File: src/rtl/junction_sequencer_pkg.sv
// Shared definitions for the junction sequencer.
// - Direction codes (same encoding as the tone detector's td_dir output).
// - Motor command codes for the motor drivers.
// - Sequencer state enum.
// - Helper to turn a phase length N into the terminal count (N-1, 0 treated as 1).
package jseq_pkg;

  localparam logic [2:0] DIR_STRAIGHT = 3'b000;
  localparam logic [2:0] DIR_LEFT     = 3'b001;
  localparam logic [2:0] DIR_RIGHT    = 3'b010;
  localparam logic [2:0] DIR_BACK     = 3'b011;
  localparam logic [2:0] DIR_STOP     = 3'b100;
  localparam logic [2:0] DIR_FINISH   = 3'b111;

  localparam logic [1:0] MOT_OFF = 2'b00;
  localparam logic [1:0] MOT_FWD = 2'b01;
  localparam logic [1:0] MOT_REV = 2'b10;

  typedef enum logic [2:0] {
    ST_FOLLOW,
    ST_WAIT_TONE,
    ST_CLEAR,
    ST_TURN,
    ST_HALT
  } jseq_state_t;

  // A phase of N cycles ends when the counter reaches N-1; N=0 acts like N=1.
  function automatic int unsigned last_tick(input int unsigned n);
    return (n == 0) ? 0 : n - 1;
  endfunction

endpackage

File: src/rtl/junction_sequencer_if.sv
// Signal bundle between the junction sequencer and its surroundings.
// master : environment side (drives td_dir, junction, line_steer; reads motors/status)
// slave  : sequencer side   (reads the inputs; drives motor_l, motor_r, busy,
//          finished, timeout_err)
interface jseq_if;
  logic [2:0] td_dir;
  logic       junction;
  logic [1:0] line_steer;
  logic [1:0] motor_l;
  logic [1:0] motor_r;
  logic       busy;
  logic       finished;
  logic       timeout_err;

  modport master (
    output td_dir, junction, line_steer,
    input  motor_l, motor_r, busy, finished, timeout_err
  );

  modport slave (
    input  td_dir, junction, line_steer,
    output motor_l, motor_r, busy, finished, timeout_err
  );
endinterface

File: src/rtl/junction_sequencer_timer.sv
// jseq_timer: loadable phase timer shared by CLEAR, TURN and the wait watchdog.
// Ports:
//   clk, rst : clock, synchronous active-high reset
//   load     : restart counting from 0 towards limit
//   limit    : terminal count (phase length minus one)
//   expire   : high for the single cycle in which count == limit
module jseq_timer #(
  parameter int unsigned CNT_W = 32
) (
  input  logic             clk,
  input  logic             rst,
  input  logic             load,
  input  logic [CNT_W-1:0] limit,
  output logic             expire
);

  logic [CNT_W-1:0] r_count;
  logic [CNT_W-1:0] r_limit;
  logic             r_run;

  assign expire = r_run && (r_count == r_limit);

  always_ff @(posedge clk) begin
    if (rst) begin
      r_count <= '0;
      r_limit <= '0;
      r_run   <= 1'b0;
    end else if (load) begin
      r_count <= '0;
      r_limit <= limit;
      r_run   <= 1'b1;
    end else if (expire) begin
      r_run   <= 1'b0;
    end else if (r_run) begin
      r_count <= r_count + CNT_W'(1);
    end
  end

endmodule

File: src/rtl/junction_sequencer.sv
// junction_sequencer: owns the motor commands. Passes line-follower steering
// through between junctions; at a junction stops, waits for a tone direction,
// drives clear of the junction, then performs a timed pivot.
// Optional feature macro: JSEQ_WATCHDOG_EN (wait-for-tone timeout -> forced
// 180 degree pivot and sticky timeout_err).
// Ports:
//   clk, rst        : clock, synchronous active-high reset
//   bus (jseq_if.slave):
//     td_dir[2:0]   : tone direction code
//     junction      : junction seen by line sensors (level)
//     line_steer[1:0]: follower request
//     motor_l/r[1:0]: registered motor commands
//     busy          : registered, high outside FOLLOW/HALT
//     finished      : registered, high in HALT
//     timeout_err   : sticky watchdog flag (0 without the watchdog)
module junction_sequencer
  import jseq_pkg::*;
#(
  parameter int unsigned CNT_W          = 32,
  parameter int unsigned CLEAR_CYCLES   = 25_000_000,
  parameter int unsigned TURN_CYCLES    = 50_000_000,
  parameter int unsigned BACK_CYCLES    = 100_000_000,
  parameter int unsigned TIMEOUT_CYCLES = 250_000_000
) (
  input  logic   clk,
  input  logic   rst,
  jseq_if.slave  bus
);

  localparam logic [CNT_W-1:0] LIM_CLEAR   = CNT_W'(last_tick(CLEAR_CYCLES));
  localparam logic [CNT_W-1:0] LIM_TURN    = CNT_W'(last_tick(TURN_CYCLES));
  localparam logic [CNT_W-1:0] LIM_BACK    = CNT_W'(last_tick(BACK_CYCLES));
  localparam logic [CNT_W-1:0] LIM_TIMEOUT = CNT_W'(last_tick(TIMEOUT_CYCLES));

  jseq_state_t      r_state;
  logic [2:0]       r_dir;
  logic [1:0]       r_motor_l;
  logic [1:0]       r_motor_r;
  logic             r_busy;
  logic             r_finished;

  logic             w_load;
  logic [CNT_W-1:0] w_limit;
  logic             w_expire;
  logic             w_finish;
  logic             w_code_valid;
  logic [1:0]       w_steer_l;
  logic [1:0]       w_steer_r;

  assign w_finish     = (bus.td_dir == DIR_FINISH);
  assign w_code_valid = (bus.td_dir != DIR_STOP) && !w_finish;

  always_comb begin
    w_steer_l = MOT_OFF;
    w_steer_r = MOT_OFF;
    case (bus.line_steer)
      2'b00:   begin w_steer_l = MOT_FWD; w_steer_r = MOT_FWD; end
      2'b01:   begin w_steer_l = MOT_OFF; w_steer_r = MOT_FWD; end
      2'b10:   begin w_steer_l = MOT_FWD; w_steer_r = MOT_OFF; end
      default: begin w_steer_l = MOT_OFF; w_steer_r = MOT_OFF; end
    endcase
  end

  // Timer loads mirror the FSM transitions below. The timer also runs through
  // WAIT_TONE in every build; only the watchdog build reacts to its expiry there.
  always_comb begin
    w_load  = 1'b0;
    w_limit = LIM_CLEAR;
    case (r_state)
      ST_FOLLOW: begin
        if (!w_finish && bus.junction) begin
          w_load  = 1'b1;
          w_limit = LIM_TIMEOUT;
        end
      end
      ST_WAIT_TONE: begin
        if (w_code_valid) begin
          w_load  = 1'b1;
          w_limit = LIM_CLEAR;
        end
`ifdef JSEQ_WATCHDOG_EN
        else if (!w_finish && w_expire) begin
          w_load  = 1'b1;
          w_limit = LIM_CLEAR;
        end
`endif
      end
      ST_CLEAR: begin
        if (w_expire && (r_dir != DIR_STRAIGHT)) begin
          w_load  = 1'b1;
          w_limit = (r_dir == DIR_BACK) ? LIM_BACK : LIM_TURN;
        end
      end
      default: ;
    endcase
  end

  jseq_timer #(.CNT_W(CNT_W)) u_timer (
    .clk    (clk),
    .rst    (rst),
    .load   (w_load),
    .limit  (w_limit),
    .expire (w_expire)
  );

`ifdef JSEQ_WATCHDOG_EN
  logic r_timeout;
`endif

  // Outputs are assigned together with the state they belong to, so they
  // always describe the state being entered.
  always_ff @(posedge clk) begin
    if (rst) begin
      r_state    <= ST_FOLLOW;
      r_dir      <= DIR_STOP;
      r_motor_l  <= MOT_OFF;
      r_motor_r  <= MOT_OFF;
      r_busy     <= 1'b0;
      r_finished <= 1'b0;
`ifdef JSEQ_WATCHDOG_EN
      r_timeout  <= 1'b0;
`endif
    end else begin
      case (r_state)
        ST_FOLLOW: begin
          if (w_finish) begin
            r_state    <= ST_HALT;
            r_motor_l  <= MOT_OFF;
            r_motor_r  <= MOT_OFF;
            r_busy     <= 1'b0;
            r_finished <= 1'b1;
          end else if (bus.junction) begin
            r_state   <= ST_WAIT_TONE;
            r_motor_l <= MOT_OFF;
            r_motor_r <= MOT_OFF;
            r_busy    <= 1'b1;
          end else begin
            r_motor_l <= w_steer_l;
            r_motor_r <= w_steer_r;
          end
        end
        ST_WAIT_TONE: begin
          if (w_finish) begin
            r_state    <= ST_HALT;
            r_busy     <= 1'b0;
            r_finished <= 1'b1;
          end else if (w_code_valid) begin
            r_state   <= ST_CLEAR;
            r_dir     <= bus.td_dir;
            r_motor_l <= MOT_FWD;
            r_motor_r <= MOT_FWD;
          end
`ifdef JSEQ_WATCHDOG_EN
          else if (w_expire) begin
            r_state   <= ST_CLEAR;
            r_dir     <= DIR_BACK;
            r_timeout <= 1'b1;
            r_motor_l <= MOT_FWD;
            r_motor_r <= MOT_FWD;
          end
`endif
        end
        ST_CLEAR: begin
          if (w_expire) begin
            if (r_dir == DIR_STRAIGHT) begin
              r_state   <= ST_FOLLOW;
              r_busy    <= 1'b0;
              r_motor_l <= w_steer_l;
              r_motor_r <= w_steer_r;
            end else begin
              r_state <= ST_TURN;
              if (r_dir == DIR_LEFT) begin
                r_motor_l <= MOT_REV;
                r_motor_r <= MOT_FWD;
              end else begin
                r_motor_l <= MOT_FWD;
                r_motor_r <= MOT_REV;
              end
            end
          end
        end
        ST_TURN: begin
          if (w_expire) begin
            r_state   <= ST_FOLLOW;
            r_busy    <= 1'b0;
            r_motor_l <= w_steer_l;
            r_motor_r <= w_steer_r;
          end
        end
        ST_HALT: ;
        default: r_state <= ST_FOLLOW;
      endcase
    end
  end

  assign bus.motor_l  = r_motor_l;
  assign bus.motor_r  = r_motor_r;
  assign bus.busy     = r_busy;
  assign bus.finished = r_finished;
`ifdef JSEQ_WATCHDOG_EN
  assign bus.timeout_err = r_timeout;
`else
  assign bus.timeout_err = 1'b0;
`endif

endmodule

File: src/flat_wrapper.sv
// flat-port wrapper written by rule: the top's interface ports become plain ports
module junction_sequencer_flat import jseq_pkg::*;
#(
  parameter int unsigned CNT_W          = 32,
  parameter int unsigned CLEAR_CYCLES   = 25_000_000,
  parameter int unsigned TURN_CYCLES    = 50_000_000,
  parameter int unsigned BACK_CYCLES    = 100_000_000,
  parameter int unsigned TIMEOUT_CYCLES = 250_000_000
)
  (clk, rst, bus_td_dir, bus_junction, bus_line_steer, bus_motor_l, bus_motor_r, bus_busy, bus_finished, bus_timeout_err);
  jseq_if bus_i ();
  input  logic clk;
  input  logic rst;
  input wire logic [$bits(bus_i.td_dir)-1:0] bus_td_dir;
  input wire logic [$bits(bus_i.junction)-1:0] bus_junction;
  input wire logic [$bits(bus_i.line_steer)-1:0] bus_line_steer;
  output wire logic [$bits(bus_i.motor_l)-1:0] bus_motor_l;
  output wire logic [$bits(bus_i.motor_r)-1:0] bus_motor_r;
  output wire logic [$bits(bus_i.busy)-1:0] bus_busy;
  output wire logic [$bits(bus_i.finished)-1:0] bus_finished;
  output wire logic [$bits(bus_i.timeout_err)-1:0] bus_timeout_err;
  assign bus_i.td_dir = bus_td_dir;
  assign bus_i.junction = bus_junction;
  assign bus_i.line_steer = bus_line_steer;
  assign bus_motor_l = bus_i.motor_l;
  assign bus_motor_r = bus_i.motor_r;
  assign bus_busy = bus_i.busy;
  assign bus_finished = bus_i.finished;
  assign bus_timeout_err = bus_i.timeout_err;
  junction_sequencer #(.CNT_W(CNT_W), .CLEAR_CYCLES(CLEAR_CYCLES), .TURN_CYCLES(TURN_CYCLES), .BACK_CYCLES(BACK_CYCLES), .TIMEOUT_CYCLES(TIMEOUT_CYCLES)) u_core (.clk(clk), .rst(rst), .bus(bus_i));
endmodule
File: config.mk
export PLATFORM = sky130hd
export DESIGN_NAME = junction_sequencer_flat
export DESIGN_NICKNAME = d
export VERILOG_FILES = /design/src/rtl/junction_sequencer_pkg.sv /design/src/rtl/junction_sequencer_if.sv /design/src/rtl/junction_sequencer_timer.sv /design/src/rtl/junction_sequencer.sv /design/src/flat_wrapper.sv
export SDC_FILE = /design/constraint.sdc
export NUM_CORES = 1
export LEC_CHECK = 0
export CORE_MARGIN = 3
export CORE_UTILIZATION = 55
export CTS_BUF_LIST = sky130_fd_sc_hd__clkbuf_4 sky130_fd_sc_hd__clkbuf_8
export CTS_CLUSTER_DIAMETER = 30
export DETAILED_ROUTE_END_ITERATION = 12
export PLACE_DENSITY = 0.73
export SETUP_SLACK_MARGIN = 0.02
export SLEW_MARGIN = 20
export SYNTH_ARGS = -nofsm -noshare
export SYNTH_HDL_FRONTEND = slang
export SYNTH_HIERARCHICAL = 1
export SYNTH_SLANG_ARGS = --single-unit
File: constraint.sdc
create_clock -name clk -period 3.24 [get_ports clk]
set_clock_uncertainty 0.15 [all_clocks]
set_input_delay 0.81 -clock clk [delete_from_list [all_inputs] [get_ports clk]]
set_output_delay 0.81 -clock clk [all_outputs]
set_load 0.1 [all_outputs]
==> results of run 1 <==
==> layout make-up <==
cell class | instances | area [µm²]
repair buffers | 26 | 225
clock buffers | 10 | 131
inverters | 10 | 37.5
multi-input cells | 347 | 2290
fillers | 592 | 2550
well taps | 96 | 120
clock inverters | 5 | 52.6
flip-flops and latches | 77 | 1540
==> cells by family (layout without fill, tap and decap cells) <==
family	Yosys count	in the layout	synth area share
AOI/OAI and AO/OA	80	80	0.129
buffers and inverters	38	51	0.0587
and+or+nand+nor	177	177	0.248
other	2	16	0.00187
xor gates and xnor gates	39	39	0.0890
DFF	77	77	0.385
adders and majority gates	1	1	0.00312
muxes	34	34	0.0852
==> sequential cells by signal (all words and copies together), names as in the netlist <==
register,cells
u_core/r_state,3
u_core/u_timer/r_count,32
u_core/bus.finished,1
u_core/bus.busy,1
u_core/bus.motor_l,2
u_core/u_timer/r_run,1
u_core/u_timer/r_limit,32
u_core/r_dir,3
u_core/bus.motor_r,2
==> per-stage QoR <==
| step | total power [mW] | setup WS (ps) | hold slack, ps | utilization |
|---|---|---|---|---|
| final | 2.20 | 281 | 327 | 0.633 |
| after global routing | 2.30 | 121 | 361 | 0.633 |
| after CTS | 2.22 | 328 | 332 | 0.633 |
| after detailed placement | 1.52 | 87.7 | 321 | 0.606 |
| after global placement | 1.52 | 140 | 309 | 0.606 |
| after floorplan | 1.44 | 223 | 318 | - |
==> worst max-delay path, stage by stage (launching register included) <==
cell and delay (ps):
dfxtp_1 460, xnor2_1 180, nand4_1 200, nor4_4 520
and3_1 410, nor2b_1 180, a311oi_4 450, nor2_1 70
a311oi_1 250
==> routing by layer <==
| layer | vias to the layer above | GRT usage | wire (µm) |
|---|---|---|---|
| met5 | - | 0 | 0 |
| met4 | 0 | 0.0879 | 193 |
| met3 | 18 | 0.0638 | 319 |
| met2 | 52 | 0.343 | 3970 |
| met1 | 1484 | 0.262 | 3980 |
| li1 | 1619 | - | - |
==> cell usage after synthesis (all sizes together) <==
master | count | share of area
or4 | 8 | 0.015
nand2 | 23 | 0.022
nor2 | 54 | 0.051
and2 | 1 | 0.0016
mux2 | 1 | 0.0028
o31a | 2 | 0.0044
a31oi | 3 | 0.0047
a22oi | 2 | 0.0037
a21bo | 1 | 0.0025
xor2 | 2 | 0.0044
nor2b | 4 | 0.0062
buf | 17 | 0.037
a21oi | 31 | 0.042
or3 | 17 | 0.027
o211ai | 4 | 0.0075
a211oi | 1 | 0.0019
o21a | 2 | 0.0037
nor3b | 2 | 0.0062
nor4b | 1 | 0.0022
conb | 2 | 0.0019
dfxtp | 77 | 0.38
nand3 | 16 | 0.020
a221oi | 1 | 0.0022
or2 | 3 | 0.0047
or3b | 2 | 0.0050
o31ai | 7 | 0.013
o311a | 1 | 0.0025
a311o | 1 | 0.0025
a311oi | 2 | 0.0087
o21ai | 19 | 0.024
clkbuf | 11 | 0.013
ha | 1 | 0.0031
nand2b | 6 | 0.0094
and3 | 6 | 0.0097
a21o | 1 | 0.0019
nor3 | 7 | 0.012
o21bai | 2 | 0.0047
xnor2 | 37 | 0.085
nand4 | 18 | 0.030
mux2i | 33 | 0.082
inv | 10 | 0.0094
nor4 | 7 | 0.022
nand3b | 2 | 0.0047
==> worst max-delay path by stage <==
stage | start | endpoint | cells past startpoint
2_1_floorplan | bus_td_dir[0] | u_core/u_timer/r_count[11]$_SDFFE_PP0P_ | 12
3_3_place_gp | bus_td_dir[0] | u_core/u_timer/r_count[11]$_SDFFE_PP0P_ | 10
3_5_place_dp | bus_td_dir[0] | u_core/u_timer/r_count[3]$_SDFFE_PP0P_ | 10
4_1_cts | u_core/u_timer/r_count[16]$_SDFFE_PP0P_ | u_core/bus.motor_r[0]$_SDFFE_PP0P_ | 8
5_1_grt | u_core/u_timer/r_count[16]$_SDFFE_PP0P_ | u_core/bus.motor_r[0]$_SDFFE_PP0P_ | 8
6_report | u_core/u_timer/r_count[16]$_SDFFE_PP0P_ | u_core/bus.motor_r[0]$_SDFFE_PP0P_ | 8
==> power groups by stage <==
stage / Combinational, mW / Clock (mW) / Sequential [mW]
floorplan: 0.335 / 0 / 1.11
global placement: 0.437 / 0 / 1.08
CTS: 0.444 / 0.715 / 1.06
global route: 0.480 / 0.756 / 1.07
finish: 0.445 / 0.695 / 1.06
detailed placement: 0.444 / 0 / 1.08
==> metrics.txt, run 1 <==
Gate Count Post-Synth=448; Clk pwr share=0.316; CTS Buf Count=9; largest net degree at the start of global routing=48; cell count after placement=556; Worst R2R Start=u_core/u_timer/r_count[16]$_SDFFE_PP0P_; crit path DAT=3060 ps; routed wire length=8460 µm; Worst VDD drop=0.000288 V; WP data required=3340 ps; R2R depth=8; combinational power share=0.202; CTS sink cnt=77; Finished Cell Area=4390 µm²; synthesis warning total=6; Die Area=8350 µm²; Antenna Nets Post-Route=0; vias per cell=5.56; Psw=0.659 mW; outcome=completed; clk_lat worst skew=340 ps; post-synth cell types=62; first-pass GRT wire length=14100 µm; clk root buf=clkbuf_8; cell internal pwr=1.54 mW; period utilization=0.913; post-layout min period=2960 ps; 1st-pass router iterations=4; residual DRC count=0; Pwr per Cell Area=501 nW/µm²; max-cap violations=0; share of post-route cells with drive strength above 1=0.122; Critical Path Sink Type=flop; Post-CTS Resized=0; Placer Congestion=0.849; setup TNS=0 ps; via count=3173; vias in the first global route=2912; RSZ-0062 raised after global routing=false; row cnt=30; fin. max-slew vios=0; initial core utilization=0.577; Die W=91.4 µm; relative max-transition margin=0.595; DRT iter0 DRCs=152; worst reg2reg path endpoint=u_core/bus.motor_r[0]$_SDFFE_PP0P_; CORE AREA=6940 µm²; Avg Cell Area, Syn=8.95 µm²; Worst-path clk slew=80 ps; grt total ovfl=0; Pleak=1.54 nW; hold depth=2; post-place instance area=4210 µm²; CP Launch Type=flop; clk buf depth=2; Die Ht=91.4 µm; CTS tree=built; CTS H-tree depth=3; worst hold-check path type=reg2reg; IO Count=15; HPWL Detailed=6060 µm; CTS Hold Bufs=0; cell area after synthesis=4010 µm²; Synth-to-Final Area Change=9.65%; post-synthesis register bit count=77; GRT Overall Usage=0.212; Slew @ Worst Pin=607 ps; switch share=0.300; # nets final=480; Final Hold Viols=0; critical path class=reg2reg; most frequent cells in the layout=dfxtp_1 (77), nor2_1 (53), xnor2_1 (35); most common cell after layout, fill and taps aside=dfxtp_1; Max Fanout on Critical Path=7; setup violators final=0; sequential power share=0.482; register area share after synthesis=0.385; Port Buffers=13; Worst Hold Launch=u_core/bus.motor_l[1]$_SDFFE_PP0P_; # diodes=0; Non-Filler Instances=571; post-CTS setup buffer count=0; initial antenna violation count=0; Hold Path Sink=u_core/bus.motor_l[1]$_SDFFE_PP0P_; Worst R2R Setup Slack=280 ps; Routed wire per std cell=14.8 µm; fmax=338 MHz
Note: power is estimated with default switching activity, not from simulation.
==> run 2: changes to the inputs <==
--- a/config.mk
+++ b/config.mk
@@ -6,11 +6,11 @@
 export NUM_CORES = 1
 export LEC_CHECK = 0
 export CORE_MARGIN = 3
-export CORE_UTILIZATION = 55
+export CORE_UTILIZATION = 62
 export CTS_BUF_LIST = sky130_fd_sc_hd__clkbuf_4 sky130_fd_sc_hd__clkbuf_8
 export CTS_CLUSTER_DIAMETER = 30
 export DETAILED_ROUTE_END_ITERATION = 12
-export PLACE_DENSITY = 0.73
+export PLACE_DENSITY = 0.81
 export SETUP_SLACK_MARGIN = 0.02
 export SLEW_MARGIN = 20
 export SYNTH_ARGS = -nofsm -noshare
==> run 2 against run 1 <==
Final area increased by 1.3%. Sequential share of layout area is 0.45 points lower. Die area down 11%. Power grew 9.3%. Final cell count down 3.0%. Utilization up 9.8 points. Combinational power grew 4%. Worst hold slack gained 1.7 ps. Critical path depth grew 2. Critical path type is now in2reg. Largest cell class unchanged. Highest routed layer unchanged.
==> metrics.txt, run 2 (same netlist as run 1, synthesis figures left out) <==
outcome=completed; initial antenna violation count=0 (unchanged); crit path DAT=3030 ps (-30 ps); Psw=0.694 mW (+5.3%); CTS Buf Count=9 (unchanged); cell count after placement=538 (-3.2%); row cnt=28 (-6.7%); Overall Power=2.40 mW (+9.3%); Max Fanout on Critical Path=6 (-1); critical path class=in2reg; Die Ht=86.4 µm (-5.4%); Die W=86.4 µm (-5.4%); Synth-to-Final Area Change=11.1%; # diodes=0 (unchanged); CTS Hold Bufs=0 (unchanged); most common cell after layout, fill and taps aside=dfxtp_1; relative max-transition margin=0.500 (-0.0949); fmax=346 MHz (+2.5%); sequential power share=0.441 (-0.041); Slew @ Worst Pin=746 ps (+139 ps); HPWL Detailed=6450 µm (+6.4%); hold slack=329 ps (+1.68 ps); 1st-pass router iterations=5 (+1); Pleak=1.58 nW (+2.7%); RSZ-0062 raised after global routing=false; fin. max-slew vios=0 (unchanged); Die Area=7460 µm² (-11%); CTS H-tree depth=3 (unchanged); Largest regs=u_core/u_timer/r_count (32), u_core/u_timer/r_limit (32); vias in the first global route=3076 (+5.6%); post-CTS setup buffer count=0 (unchanged); grt total ovfl=0 (unchanged); worst hold-check path type=reg2reg; vias per cell=5.97 (+7.5%); period utilization=0.892 (-0.0218); largest net degree at the start of global routing=36 (-25%); Worst-path clk slew=90 ps (about the same); cell internal pwr=1.71 mW (+11%); DRT iter0 DRCs=161 (+5.9%); IO Count=15 (unchanged); Worst VDD drop=0.000368 V (+27%); initial core utilization=0.657 (+0.0803); Routed wire per std cell=16.2 µm (+9.0%); CTS sink cnt=77 (unchanged); CTS tree=built; post-layout min period=2890 ps (-70.8 ps); residual DRC count=0 (unchanged); routed wire length=8950 µm (+5.8%); Final Hold Viols=0 (unchanged); Placer Congestion=0.866 (+2.0%); CORE AREA=6100 µm² (-12%); Non-Filler Instances=554 (-3.0%); # nets final=483 (+0.63%); fin util=0.730 (+0.0975); switch share=0.289 (-0.0110); setup TNS=0 ps (unchanged); Critical Path Sink Type=flop; Clk pwr share=0.367 (+0.051); GRT Overall Usage=0.256 (+0.0441); combinational power share=0.192 (-0.010); setup violators final=0 (unchanged); Port Buffers=13 (unchanged); WP data required=3380 ps (+40 ps); share of post-route cells with drive strength above 1=0.129 (+0.00733); most frequent cells in the layout=dfxtp_1 (77), nor2_1 (53), xnor2_1 (35); first-pass GRT wire length=15200 µm (+7.7%); Post-CTS Resized=0 (unchanged); via count=3309 (+4.3%); max-cap violations=0 (unchanged); CP Launch Type=primary input; clk root buf=clkbuf_8; Pwr per Cell Area=540 nW/µm² (+7.9%); clk_lat worst skew=350 ps (about the same); Antenna Nets Post-Route=0 (unchanged); clk buf depth=2 (unchanged)
## run 2: cell count changes in the layout (fill, tap and decap cells not counted), sizes merged
cell and change:
buf +3, bufinv +2, clkbuf -1, clkinv -1, clkinvlp -1, inv +2
## run 2: through the flow
step	worst slack [ps]	cell area [µm²]
CTS	388	4450
floorplan	223	4060
global placement	139	4210
finish	351	4450
detailed placement	54.9	4210
global route	237	4450
## run 2: power by group through the flow
stage	Sequential, mW	Combinational [mW]	Clock [mW]
floorplan	1.11	0.335	0
global placement	1.08	0.445	0
detailed placement	1.08	0.455	0
CTS	1.06	0.459	0.892
global route	1.07	0.501	0.941
finish	1.06	0.462	0.882
## run 2: metal layers
layer | global-route usage | vias to the layer above | wire length, µm
met5 | 0 | - | 0
met4 | 0.103 | 0 | 115
met3 | 0.0409 | 10 | 451
met2 | 0.396 | 108 | 4240
met1 | 0.357 | 1560 | 4150
li1 | - | 1631 | -
## run 2: path summary, 6_finish.rpt
kind	cells after the start	end	start	slack (ps)
max	10	u_core/u_timer/r_count[3]$_SDFFE_PP0P_	bus_td_dir[0]	350
min	2	u_core/bus.motor_l[1]$_SDFFE_PP0P_	u_core/bus.motor_l[1]$_SDFFE_PP0P_	330
max reg2reg	8	u_core/bus.motor_r[0]$_SDFFE_PP0P_	u_core/u_timer/r_count[27]$_SDFFE_PP0P_	390
min reg2reg	2	u_core/bus.motor_l[1]$_SDFFE_PP0P_	u_core/bus.motor_l[1]$_SDFFE_PP0P_	330
## run 2: area by class of cell
class / instances / area, µm²
Clock buffer: 9 / 124
Clock inverter: 7 / 121
Fill cell: 449 / 1640
Inverter: 10 / 37.5
Multi-Input combinational cell: 347 / 2290
Sequential cell: 77 / 1540
Tap cell: 75 / 93.8
Timing Repair Buffer: 29 / 248
## run 2: critical path: stages
cell and delay, ps:
clkdlybuf4s50_1 490, and3_1 230, nor3_2 70, nand3b_2 150, inv_2 70, a21oi_4 140, nand2_2 90, or2_2 370
or4_1 520, nand2_1 70
==> run 3: changes to the inputs <==
--- a/config.mk
+++ b/config.mk
@@ -9,6 +9,7 @@
 export CORE_UTILIZATION = 62
 export CTS_BUF_LIST = sky130_fd_sc_hd__clkbuf_4 sky130_fd_sc_hd__clkbuf_8
 export CTS_CLUSTER_DIAMETER = 30
+export CTS_CLUSTER_SIZE = 30
 export DETAILED_ROUTE_END_ITERATION = 12
 export PLACE_DENSITY = 0.81
 export SETUP_SLACK_MARGIN = 0.02
==> results of run 3 <==
Same layout as run 2: the final DEF is identical, and so are final timing and power.
